**src/rtl/sma_crossover_order_gen.sv**
```systemverilog
// SMA crossover order generator: watches fast/slow moving averages, tracks a
// FLAT/LONG/SHORT position with hysteresis, and queues BUY/SELL orders in a FIFO.
module sma_crossover_order_gen #(
    parameter int WARMUP = 4,
    parameter int HYST   = 2,
    parameter int DEPTH  = 4
) (
    input  logic       clk,
    input  logic       rst,
    input  logic [7:0] fast_avg,
    input  logic       fast_valid,
    input  logic [7:0] slow_avg,
    input  logic       slow_valid,
    input  logic       order_ready,
    output logic       order_valid,
    output logic       order_side,
    output logic [7:0] order_price,
    output logic [7:0] order_seq,
    output logic [1:0] position,
    output logic       warm,
    output logic [7:0] drop_count
);

    localparam int AW = $clog2(DEPTH);
    localparam logic [AW:0]       FULL_CNT = DEPTH[AW:0];
    localparam logic [7:0]        WARM_MAX = WARMUP[7:0];
    localparam logic signed [8:0] HYST_P   = HYST[8:0];
    localparam logic signed [8:0] HYST_N   = -HYST_P;

    typedef enum logic [1:0] {
        POS_FLAT  = 2'b00,
        POS_LONG  = 2'b01,
        POS_SHORT = 2'b10
    } pos_t;

    typedef struct packed {
        logic       side;
        logic [7:0] price;
        logic [7:0] seq;
    } order_t;

    pos_t              pos_q;
    pos_t              pos_d;
    logic [7:0]        warm_cnt;
    logic [7:0]        warm_cnt_d;
    logic              warm_q;
    logic [7:0]        seq_q;
    logic [7:0]        drop_q;
    logic signed [8:0] diff;
    logic              accept;
    logic              eval;
    logic              gen;
    logic              gen_side;

    order_t            mem [DEPTH];
    order_t            head;
    logic [AW-1:0]     wr_ptr;
    logic [AW-1:0]     rd_ptr;
    logic [AW:0]       count;
    logic              fifo_full;
    logic              fifo_empty;
    logic              push;
    logic              pop;
    logic              drop;

    // A sample pair is only taken when both averages are valid in the same cycle.
    assign accept = fast_valid & slow_valid;
    assign eval   = accept & warm_q;
    assign diff   = $signed({1'b0, fast_avg}) - $signed({1'b0, slow_avg});

    always_comb begin
        warm_cnt_d = warm_cnt;
        if (accept && (warm_cnt != WARM_MAX)) begin
            warm_cnt_d = warm_cnt + 8'd1;
        end
    end

    always_ff @(posedge clk) begin
        if (rst) begin
            warm_cnt <= 8'd0;
            warm_q   <= 1'b0;
        end else begin
            warm_cnt <= warm_cnt_d;
            warm_q   <= (warm_cnt_d == WARM_MAX);
        end
    end

    always_ff @(posedge clk) begin
        if (rst) begin
            pos_q <= POS_FLAT;
        end else begin
            pos_q <= pos_d;
        end
    end

    // Dead band |diff| <= HYST holds the position; strict compares make it inclusive.
    always_comb begin
        pos_d    = pos_q;
        gen      = 1'b0;
        gen_side = 1'b0;
        if (eval) begin
            if ((diff > HYST_P) && (pos_q != POS_LONG)) begin
                pos_d    = POS_LONG;
                gen      = 1'b1;
                gen_side = 1'b1;
            end else if ((diff < HYST_N) && (pos_q != POS_SHORT)) begin
                pos_d    = POS_SHORT;
                gen      = 1'b1;
                gen_side = 1'b0;
            end
        end
    end

    // Output handshake: an order transfers on a rising edge where order_valid and
    // order_ready are both 1; the head stays stable until then, and order_ready
    // has no effect while order_valid is 0.
    assign fifo_full  = (count == FULL_CNT);
    assign fifo_empty = (count == '0);
    assign pop        = !fifo_empty && order_ready;
    assign push       = gen && (!fifo_full || pop);
    assign drop       = gen && !push;

    always_ff @(posedge clk) begin
        if (push) begin
            mem[wr_ptr] <= '{side: gen_side, price: fast_avg, seq: seq_q};
        end
    end

    always_ff @(posedge clk) begin
        if (rst) begin
            wr_ptr <= '0;
            rd_ptr <= '0;
            count  <= '0;
            seq_q  <= 8'd0;
            drop_q <= 8'd0;
        end else begin
            if (push) begin
                wr_ptr <= wr_ptr + 1'b1;
                seq_q  <= seq_q + 8'd1;
            end
            if (pop) begin
                rd_ptr <= rd_ptr + 1'b1;
            end
            case ({push, pop})
                2'b10:   count <= count + 1'b1;
                2'b01:   count <= count - 1'b1;
                default: count <= count;
            endcase
            if (drop && (drop_q != 8'hff)) begin
                drop_q <= drop_q + 8'd1;
            end
        end
    end

    // Head fields are masked while empty so reset and idle present zeros.
    assign head        = mem[rd_ptr];
    assign order_valid = !fifo_empty;
    assign order_side  = order_valid & head.side;
    assign order_price = order_valid ? head.price : 8'd0;
    assign order_seq   = order_valid ? head.seq : 8'd0;
    assign position    = pos_q;
    assign warm        = warm_q;
    assign drop_count  = drop_q;

endmodule

```
**config.mk**
```make
export PLATFORM = sky130hd
export DESIGN_NAME = sma_crossover_order_gen
export DESIGN_NICKNAME = d
export VERILOG_FILES = /design/src/rtl/sma_crossover_order_gen.sv
export SDC_FILE = /design/constraint.sdc
export NUM_CORES = 1
export LEC_CHECK = 0
export BUFFER_PORTS_ARGS = -buffer_cell sky130_fd_sc_hd__buf_2
export CAP_MARGIN = 20
export CORE_ASPECT_RATIO = 1.1
export CORE_MARGIN = 10
export CORE_UTILIZATION = 53
export DETAILED_ROUTE_END_ITERATION = 10
export PLACE_DENSITY = 0.75
export SLEW_MARGIN = 0
export SYNTH_ARGS = -nofsm -noshare
export SYNTH_HDL_FRONTEND = slang
export SYNTH_SLANG_ARGS = --single-unit
```
**constraint.sdc**
```tcl
create_clock -name clk -period 2.94 [get_ports clk]
set_input_delay 0.294 -clock clk [delete_from_list [all_inputs] [get_ports clk]]
set_output_delay 0.294 -clock clk [all_outputs]
set_load 0.03 [all_outputs]
```
==> impl_metrics.py <==
metrics = {
    "floorplan": {
        "floorplan.die_area_mm2": 0.01365,
        "ios": 50,
        "fp.dieH_um": 121.5,
        "die_w_um": 112.3,
        "rows": 37,
        "coreArea_mm2": 0.009259,
        "start_util_pct": 53.65,
    },
    "logic_synthesis": {
        "synth-async-reset-ratio_pct": 0,
        "yosysSeqAreaShare_pct": 55.62,
        "synth_cells": 401,
        "yosysWarnings": 0,
        "synth_edf_count": 68,
        "synthesis.area_mm2": 0.004967,
        "ys.flop_type": "edfxtp_1",
        "synth_area_per_cell_um2": 12.39,
        "syn_nets": 440,
        "ys_ff_latch": 104,
        "synthDistinctLibCells": 65,
    },
    "timing": {
        "finalHoldViolCount": 0,
        "fin_crit_ns": 2.631,
        "whs_ns": 0.1702,
        "fmax_ghz": 0.3801,
        "setup_viol_count_final": 0,
        "rsz0062_at_grt": "no",
        "final.period_utilization_pct": 89.50,
        "slew_violations": 0,
        "tightest_slew_ns": 0.7411,
        "layout_setup_ws_ns": 0.3088,
        "slew_headroom_pct": 50.59,
        "fin_worst_skew_ns": 0.01137,
    },
    "clock_tree": {
        "ctsHoldBuffers": 0,
        "clock_path_buffers": 2,
        "clk_latency_ns": 0.36,
        "post_cts.repair.setup_buffers": 0,
        "h-tree-depth": 3,
        "ctsResizeCount": 0,
        "cts_tree": "yes",
        "cts_buffers": 9,
        "cts-root-buf": "clkbuf_8",
        "clkSinkCount": 104,
        "path_clk_slew_ns": 0.10,
    },
    "placed_design": {
        "dp_hpwl_um": 6723,
        "pre_cts_ws_ns": -0.07726,
        "port-buffer-count": 49,
        "dp.cells": 584,
        "place_congestion": 0.8616,
        "placed_cell_area_mm2": 0.005620,
    },
    "setup_path": {
        "worst_setup_path_start_kind": "input port",
        "critPathKind": "in -> reg",
        "critPathRequiredTime_ns": 3.20,
        "arrival_ns": 2.89,
        "cp-end-kind": "flip-flop",
        "worstPathMaxFanout": 6,
    },
    "run_status": {
        "outcome": "complete, no violations",
    },
    "route": {
        "avgViaCountPerCell": 5.618,
        "vias": 3371,
        "drtIter0Drc": 181,
        "wl_um": 9398,
        "antenna_left": 0,
        "drc_errors": 0,
        "drt_pre_antenna_iters": 4,
        "drt-wirelength-per-cell_um": 15.66,
    },
    "pwr": {
        "p_total_mw": 2.603,
        "pwr_density_cell_mw_per_mm2": 448.2,
        "p_leak_nw": 2.135,
        "vdd_drop_max_mv": 0.1997,
    },
    "grt": {
        "grt_remaining_overflow": 0,
        "grt_pass1_vias": 3292,
        "grt_usage_pct": 14.35,
        "antenna_found_initial": 0,
        "grt_max_degree": 43,
        "grt_pass1_wl_um": 15970,
    },
    "finish": {
        "layout.cells.non_filler": 600,
        "drive_gt1_share_pct": 29.40,
        "final_area_mm2": 0.005808,
        "fill_cells": 745,
        "syn_to_final_growth_pct": 16.93,
        "insertedDiodeCount": 0,
        "nets": 517,
        "layout_common_cells": "edfxtp_1 (68), buf_2 (49), dfxtp_1 (36)",
        "final_common_cell": "edfxtp_1",
    },
    "run": {
        "cap_violations": 0,
    },
    "hold_path": {
        "hp-class": "in -> reg",
    },
}
==> worst max-delay path: stages <==
cell and delay [ns]:
buf_2 0.11, ha_1 0.37, and3_1 0.22, o2111ai_1 0.15
a31o_2 0.27, a21bo_2 0.24, o211ai_4 0.07, and2_4 0.18
nor2_4 0.03, fa_2 0.35, and3_1 0.15, mux2i_1 0.13
mux2_2 0.34
==> Yosys cell counts, types with 2 or more instances <==
| library cell | number | area, µm² |
|---|---|---|
| buf_2 | 3 | 15.01 |
| clkbuf_1 | 12 | 45.04 |
| and3_1 | 5 | 31.28 |
| o211ai_1 | 2 | 15.01 |
| a21o_1 | 3 | 22.52 |
| dfxtp_1 | 36 | 720.7 |
| a31oi_1 | 2 | 12.51 |
| o31ai_1 | 2 | 15.01 |
| edfxtp_1 | 68 | 2042 |
| nor2_1 | 30 | 112.6 |
| nand3_1 | 16 | 80.08 |
| mux2i_1 | 4 | 40.04 |
| or3_1 | 9 | 56.30 |
| a21oi_1 | 17 | 85.08 |
| inv_1 | 16 | 60.06 |
| o211ai_4 | 2 | 42.54 |
| ha_1 | 17 | 212.7 |
| nand4_1 | 7 | 43.79 |
| mux4_2 | 17 | 382.9 |
| and2_1 | 22 | 137.6 |
| a211oi_1 | 3 | 22.52 |
| or4_1 | 2 | 15.01 |
| nor3_1 | 5 | 25.02 |
| nand4b_1 | 2 | 17.52 |
| nand2b_1 | 4 | 25.02 |
| xnor2_1 | 12 | 105.1 |
| nor4_1 | 3 | 18.77 |
| o21ai_0 | 13 | 65.06 |
| o22ai_1 | 3 | 18.77 |
| nand2_1 | 18 | 67.56 |
| xor2_1 | 8 | 70.07 |
| nor2b_1 | 5 | 31.28 |
==> sequential cells by signal (all words and copies together) (netlist names), named ones only <==
signal and flops:
seq_q 8, drop_count 8, rd_ptr 2, mem 68
wr_ptr 2, count 3, warm 1, position 2
warm_cnt 8
==> report_power, final <==
group	internal, mW	total, mW	leakage [nW]	switching [mW]
combinational	0.104	0.212	1.16	0.108
clock	0.344	0.842	0.0968	0.498
sequential	1.55	1.55	0.878	0.00365
==> through the flow <==
stage / TNS, ns / utilization, %
floorplan: -0.01419 / -
global placement: -0.3242 / 60.70
detailed placement: -1.396 / 60.70
CTS: 0 / 62.73
global route: 0 / 62.73
finish: 0 / 62.73
==> routing by layer <==
layer / vias up / global-route usage, % / part of all wire, %
met5: - / 0 / 0
met4: 0 / 5.000 / 1.3
met3: 10 / 4.130 / 4.8
met2: 64 / 24.96 / 53
met1: 1650 / 16.61 / 41
li1: 1647 / - / -
==> logic make-up (layout without fill, tap and decap cells) <==
group                      after synthesis  after routing  share of synthesized area (%)
DFF                                    104            104                          55.62
adders and majority gates               18             18                          4.685
xor gates and xnor gates                20             20                          3.526
buffers and inverters                   32            114                          2.494
AOI/OAI and AO/OA                       58             58                          8.136
and+or+nand+nor                        146            146                          16.57
muxes                                   23             23                          8.967
==> worst paths after layout <==
path / slack, ns / depth (start not counted) / start / end
setup / recovery: 0.31 / 13 / fast_avg[4] / count[2]
hold / removal: 0.17 / 1 / fast_avg[7] / mem[0][15]
setup reg to reg: 0.44 / 11 / position[1] / count[2]
hold reg to reg: 0.51 / 2 / wr_ptr[1] / wr_ptr[1]
==> layout make-up <==
| type | count | area [µm²] | area share, % |
|---|---|---|---|
| sequential | 104 | 2763 | 47.57 |
| clock inverter | 6 | 50.05 | 0.8617 |
| multi-input combinational | 265 | 2156 | 37.12 |
| tap | 117 | 146.4 | 2.520 |
| clock buffer | 10 | 137.6 | 2.370 |
| inverter | 16 | 62.56 | 1.077 |
| timing repair buffer | 82 | 493.0 | 8.488 |
Note: power is estimated with default switching activity, not from simulation.
